[config.mk]
export PLATFORM = sky130hd
export DESIGN_NAME = mmio_bus_fabric
export DESIGN_NICKNAME = d
export VERILOG_FILES = /design/src/rtl/bus_pkg.sv /design/src/rtl/mmio_addr_decode.sv /design/src/rtl/mmio_bus_fabric.sv
export SDC_FILE = /design/constraint.sdc
export NUM_CORES = 1
export LEC_CHECK = 0
export CAP_MARGIN = 20
export CORE_MARGIN = 3
export CORE_UTILIZATION = 45
export CTS_CLUSTER_DIAMETER = 100
export DETAILED_ROUTE_END_ITERATION = 8
export GPL_TIMING_DRIVEN = 0
export PLACE_DENSITY = 0.86
export SYNTH_ARGS = -nofsm -noshare
export SYNTH_HDL_FRONTEND = slang
export SYNTH_SLANG_ARGS = --single-unit
[constraint.sdc]
create_clock -name clk -period 14.2 [get_ports clk]
set_input_delay 2.84 -clock clk [delete_from_list [all_inputs] [get_ports clk]]
set_output_delay 2.84 -clock clk [all_outputs]
set_load 0.01 [all_outputs]
[src/rtl/bus_pkg.sv]
// Shared definitions for the MMIO bus fabric: FSM states, rw_type encodings,
// well-known slave indices and the bus data width.
package bus_pkg;

  localparam int DATA_W = 32;

  typedef enum logic [1:0] {
    ST_IDLE   = 2'd0,
    ST_ACCESS = 2'd1,
    ST_RESP   = 2'd2
  } bus_state_t;

  localparam logic [2:0] RW_B  = 3'b000;
  localparam logic [2:0] RW_H  = 3'b001;
  localparam logic [2:0] RW_W  = 3'b010;
  localparam logic [2:0] RW_BU = 3'b100;
  localparam logic [2:0] RW_HU = 3'b101;

  localparam int SLV_RAM   = 0;
  localparam int SLV_GPIO  = 1;
  localparam int SLV_VGA   = 2;
  localparam int SLV_TIMER = 3;

endpackage

[src/rtl/mmio_addr_decode.sv]
// Combinational address decoder: top SEL_BITS select the slave, the low
// OFFS_BITS are forwarded and everything above them is zeroed.
module mmio_addr_decode
  import bus_pkg::*;
#(
  parameter int N_SLAVES  = 4,
  parameter int SEL_BITS  = 4,
  parameter int OFFS_BITS = 24
) (
  input  logic [DATA_W-1:0]   addr,
  output logic [SEL_BITS-1:0] idx,
  output logic                mapped,
  output logic [DATA_W-1:0]   offs
);

  localparam logic [DATA_W-1:0] OFFS_MASK = 32'hFFFF_FFFF >> (DATA_W - OFFS_BITS);

  assign idx    = addr[DATA_W-1:DATA_W-SEL_BITS];
  assign mapped = 32'(idx) < 32'(N_SLAVES);
  assign offs   = addr & OFFS_MASK;

endmodule

[src/rtl/mmio_bus_fabric.sv]
// Request/acknowledge MMIO interconnect between the core load/store port and
// N slaves, with unmapped-address and slave-timeout bus errors.
module mmio_bus_fabric
  import bus_pkg::*;
#(
  parameter int N_SLAVES  = 4,
  parameter int SEL_BITS  = 4,
  parameter int OFFS_BITS = 24,
  parameter int TIMEOUT   = 255
) (
  input  logic                         clk,
  input  logic                         rst,
  input  logic                         m_req,
  input  logic                         m_we,
  input  logic [DATA_W-1:0]            m_addr,
  input  logic [DATA_W-1:0]            m_wdata,
  input  logic [2:0]                   m_size,
  output logic                         m_ready,
  output logic                         m_rvalid,
  output logic [DATA_W-1:0]            m_rdata,
  output logic                         m_err,
  output logic [N_SLAVES-1:0]          s_req,
  output logic                         s_we,
  output logic [DATA_W-1:0]            s_addr,
  output logic [DATA_W-1:0]            s_wdata,
  output logic [2:0]                   s_size,
  input  logic [N_SLAVES-1:0]          s_ack,
  input  logic [DATA_W*N_SLAVES-1:0]   s_rdata,
  output logic [DATA_W-1:0]            err_addr
);

  localparam int              CNT_W   = 16;
  localparam logic [CNT_W-1:0] TO_LAST = CNT_W'(TIMEOUT - 1);

  bus_state_t            state;
  logic [CNT_W-1:0]      wait_cnt;
  logic [DATA_W-1:0]     addr_p0;

  logic [SEL_BITS-1:0]   dec_idx;
  logic                  dec_mapped;
  logic [DATA_W-1:0]     dec_offs;
  logic [N_SLAVES-1:0]   sel_onehot;
  logic [DATA_W-1:0]     rdata_sel;
  logic                  ack_hit;

  mmio_addr_decode #(
    .N_SLAVES  (N_SLAVES),
    .SEL_BITS  (SEL_BITS),
    .OFFS_BITS (OFFS_BITS)
  ) u_decode (
    .addr   (m_addr),
    .idx    (dec_idx),
    .mapped (dec_mapped),
    .offs   (dec_offs)
  );

  always_comb begin
    sel_onehot = '0;
    for (int k = 0; k < N_SLAVES; k++) begin
      sel_onehot[k] = (dec_idx == SEL_BITS'(k));
    end
  end

  // s_req is one-hot on the selected slave during ACCESS, so it doubles as
  // the mask that discards acks and read data from every other slave.
  always_comb begin
    rdata_sel = '0;
    for (int k = 0; k < N_SLAVES; k++) begin
      if (s_req[k]) rdata_sel = rdata_sel | s_rdata[k*DATA_W +: DATA_W];
    end
  end

  assign ack_hit = |(s_ack & s_req);
  assign m_ready = (state == ST_IDLE);

  always_ff @(posedge clk or posedge rst) begin
    if (rst) begin
      state    <= ST_IDLE;
      wait_cnt <= '0;
      addr_p0  <= '0;
      m_rvalid <= 1'b0;
      m_rdata  <= '0;
      m_err    <= 1'b0;
      s_req    <= '0;
      s_we     <= 1'b0;
      s_addr   <= '0;
      s_wdata  <= '0;
      s_size   <= '0;
      err_addr <= '0;
    end else begin
      m_rvalid <= 1'b0;
      case (state)
        ST_IDLE: begin
          if (m_req) begin
            addr_p0  <= m_addr;
            s_we     <= m_we;
            s_addr   <= dec_offs;
            s_wdata  <= m_wdata;
            s_size   <= m_size;
            wait_cnt <= '0;
            if (dec_mapped) begin
              s_req <= sel_onehot;
              state <= ST_ACCESS;
            end else begin
              m_rvalid <= 1'b1;
              m_err    <= 1'b1;
              m_rdata  <= '0;
              err_addr <= m_addr;
              state    <= ST_RESP;
            end
          end
        end
        ST_ACCESS: begin
          if (ack_hit) begin
            s_req    <= '0;
            m_rvalid <= 1'b1;
            m_err    <= 1'b0;
            m_rdata  <= s_we ? '0 : rdata_sel;
            state    <= ST_RESP;
          end else if (wait_cnt == TO_LAST) begin
            s_req    <= '0;
            m_rvalid <= 1'b1;
            m_err    <= 1'b1;
            m_rdata  <= '0;
            err_addr <= addr_p0;
            state    <= ST_RESP;
          end else begin
            wait_cnt <= wait_cnt + 1'b1;
          end
        end
        ST_RESP: begin
          m_err <= 1'b0;
          state <= ST_IDLE;
        end
        default: state <= ST_IDLE;
      endcase
    end
  end

endmodule
==> impl_metrics.json <==
{
  "post_cts_buffers": 0,
  "synthArstFlopShare_pct": 100,
  "nNetsFinal": 1323,
  "io_buffer_count": 333,
  "drive_above_1_share_pct": 10.5,
  "end_kind": "flip-flop",
  "netlist-cell-type-count": 47,
  "ir_drop_mv": 0.0951,
  "synth.avg_cell_area_um2": 9.80,
  "grt_pass1_vias": 7418,
  "skew_ns": 0.00765,
  "synth-main-ff-cell": "dfrtp_1",
  "place_ws_ns": 8.98,
  "setup_tns_ns": 0,
  "antenna_found_initial": 0,
  "stdcell_count": 1347,
  "grt_first_pass_wirelength_mm": 40.3,
  "dpl_cell_area_mm2": 0.0111,
  "post_cts_resized": 0,
  "drcViolationCount": 0,
  "critPathKind": "input pin to flip-flop",
  "dr.first_iter.drc_count": 444,
  "synth_edf_count": 0,
  "cts_buffer_depth": 2,
  "clock_latency_ns": 0.42,
  "use_met3_pct": 7.27,
  "cts_hold_buf": 0,
  "crit_chain": "clkdlybuf4s50_1, nor3b_2, o21ai_1, buf_2, clkbuf_8, clkbuf_1, nand2_1, o22ai_1",
  "gp_congestion": 0.848,
  "avgRoutedWirePerCell_um": 19.6,
  "yosysWarnings": 0,
  "ctsRootBufferMaster": "clkbuf_16",
  "syn-cell-area_mm2": 0.00743,
  "via_per_inst": 5.40,
  "arrival_ns": 5.11,
  "die_area_mm2": 0.0181,
  "relSlewSlack_pct": 44.8,
  "timing.hold.ws_ns": 0.475,
  "min_path_type": "flip-flop to flip-flop",
  "antennaDiodeCount": 0,
  "antenna_left": 0,
  "dr.pass1.iters": 5,
  "vias": 7278,
  "gr-usage-met1_pct": 34.1,
  "report.final.slew_viol_count": 0,
  "die_w_um": 134,
  "design_area_mm2": 0.0117,
  "cts_made_buffers": 17,
  "synthCells": 758,
  "regToRegSetupSlack_ns": 11.52,
  "htreeDepth": 4,
  "worst_slew_pin_slew_ns": 0.827,
  "fmax_mhz": 207,
  "cts_tree": "built",
  "layout_commonest_cell": "clkdlybuf4s50_1",
  "rsz0062_at_grt": "no",
  "grt_max_degree": 93,
  "final_util_pct": 72.8,
  "dp_hpwl_mm": 20.1,
  "hold_violations": 0,
  "layout_min_cycle_time_ns": 4.83,
  "io_pins": 342,
  "setup_slack_ns": 9.37,
  "status": "finished clean",
  "cap_violations": 0,
  "worstSetupStartpointType": "input pin",
  "dieHeight_um": 134,
  "p_per_area_mw_per_mm2": 189,
  "clkSinkCount": 156,
  "core_mm2": 0.0160,
  "grtUsageMet2_pct": 50.8,
  "clk_pin_slew_ns": 0.07,
  "synth-seq-area-share_pct": 52.6,
  "syn2layout_area_growth_pct": 56.9,
  "crit_slowest_cell": "clkdlybuf4s50_1",
  "grt_use_total_pct": 28.7,
  "routed_wl_mm": 26.4,
  "cp_max_fo": 10,
  "fin_crit_sh_pct": 34.0,
  "rows": 46,
  "gr-total-overflow": 0,
  "cp_slowest_stage_delay_ns": 0.52,
  "most-common-layout-cells": "clkdlybuf4s50_1, nand2_1, dfrtp_1",
  "p_leak_nw": 4.99,
  "fillers": 1186,
  "start_util_pct": 46.4,
  "totalPowerFinal_mw": 2.20,
  "dp_cells": 1315,
  "crit_required_ns": 14.48,
  "grt_busiest_layer": "met2",
  "synth-seq-cells": 156,
  "setup_viol": 0
}
area by class of cell:
| cell class | instances | area, um2 | share of cell area (%) |
|---|---|---|---|
| Tap cell | 216 | 270 | 2.32 |
| Multi-Input combinational cell | 513 | 2990 | 25.6 |
| Inverter | 5 | 23.8 | 0.204 |
| Clock buffer | 18 | 429 | 3.68 |
| Timing Repair Buffer | 334 | 3360 | 28.8 |
| Sequential cell | 156 | 3900 | 33.5 |
| Buffer | 91 | 544 | 4.67 |
| Clock inverter | 14 | 135 | 1.16 |
where the power goes:
group          leakage [nW]  internal [mW]  total [mW]  switching (mW)
clock network         0.276          0.244       0.435           0.191
logic                  2.76          0.538        1.04           0.507
registers              1.96          0.611       0.722           0.112
cells by family (layout without fill, tap and decap cells):
family | count (synthesis) | count (layout) | share of synthesized area [%]
fa+ha+maj | 2 | 2 | 0.337
other cells | 1 | 8 | 0.0505
compound gates | 151 | 151 | 17.2
mux | 11 | 11 | 1.48
buf+inv | 96 | 462 | 7.58
flops | 156 | 156 | 52.6
simple gates | 341 | 341 | 20.8
sequential cells by signal, indices dropped and copies added (netlist names):
signal / count
addr_p0: 32
err_addr: 32
m_rdata: 32
s_wdata: 32
wait_cnt: 16
s_req: 4
s_size: 3
state: 2
m_err: 1
m_rvalid: 1
s_we: 1
path summary, 6_finish.rpt:
check	to	cells past startpoint	from
max in group asynchronous	s_wdata[0]	3	rst
setup reg to reg	m_rdata[28]	7	s_req[3]
setup / recovery	m_rdata[8]	8	m_req
min in group asynchronous	err_addr[7]	2	rst
hold / removal	s_wdata[20]	2	s_wdata[20]
hold reg to reg	s_wdata[20]	2	s_wdata[20]
cells in the mapped netlist, drive strengths merged, types with 3 or more instances:
cell type	number	area share, %
nand2	259	13
nor2	3	0.15
nand4	5	0.42
o21ai	5	0.34
buf	42	4.6
or2	36	3.0
clkbuf	49	2.8
a21oi	9	0.61
dfrtp	156	53
o221a	32	4.9
inv	5	0.25
nand4b	3	0.44
o31ai	4	0.59
a22o	32	3.8
o22ai	32	2.7
or4	4	0.40
nand3	5	0.51
or3	3	0.25
nor4	11	1.1
and4	3	0.37
mux2i	11	1.5
a221oi	32	3.8
worst max-delay path: cells and delay by family:
kind                   cells  cell delay [ns]
buffers and inverters      4             1.22
AOI/OAI and AO/OA          2             0.38
and+or+nand+nor            2             0.66
per-layer routing:
layer  vias to the layer above  wire length, um
met5                         -                0
met4                         0              665
met3                        48             1950
met2                       318            13600
met1                      3553            10100
li1                       3359                -
(Power assumes the default switching activity.)
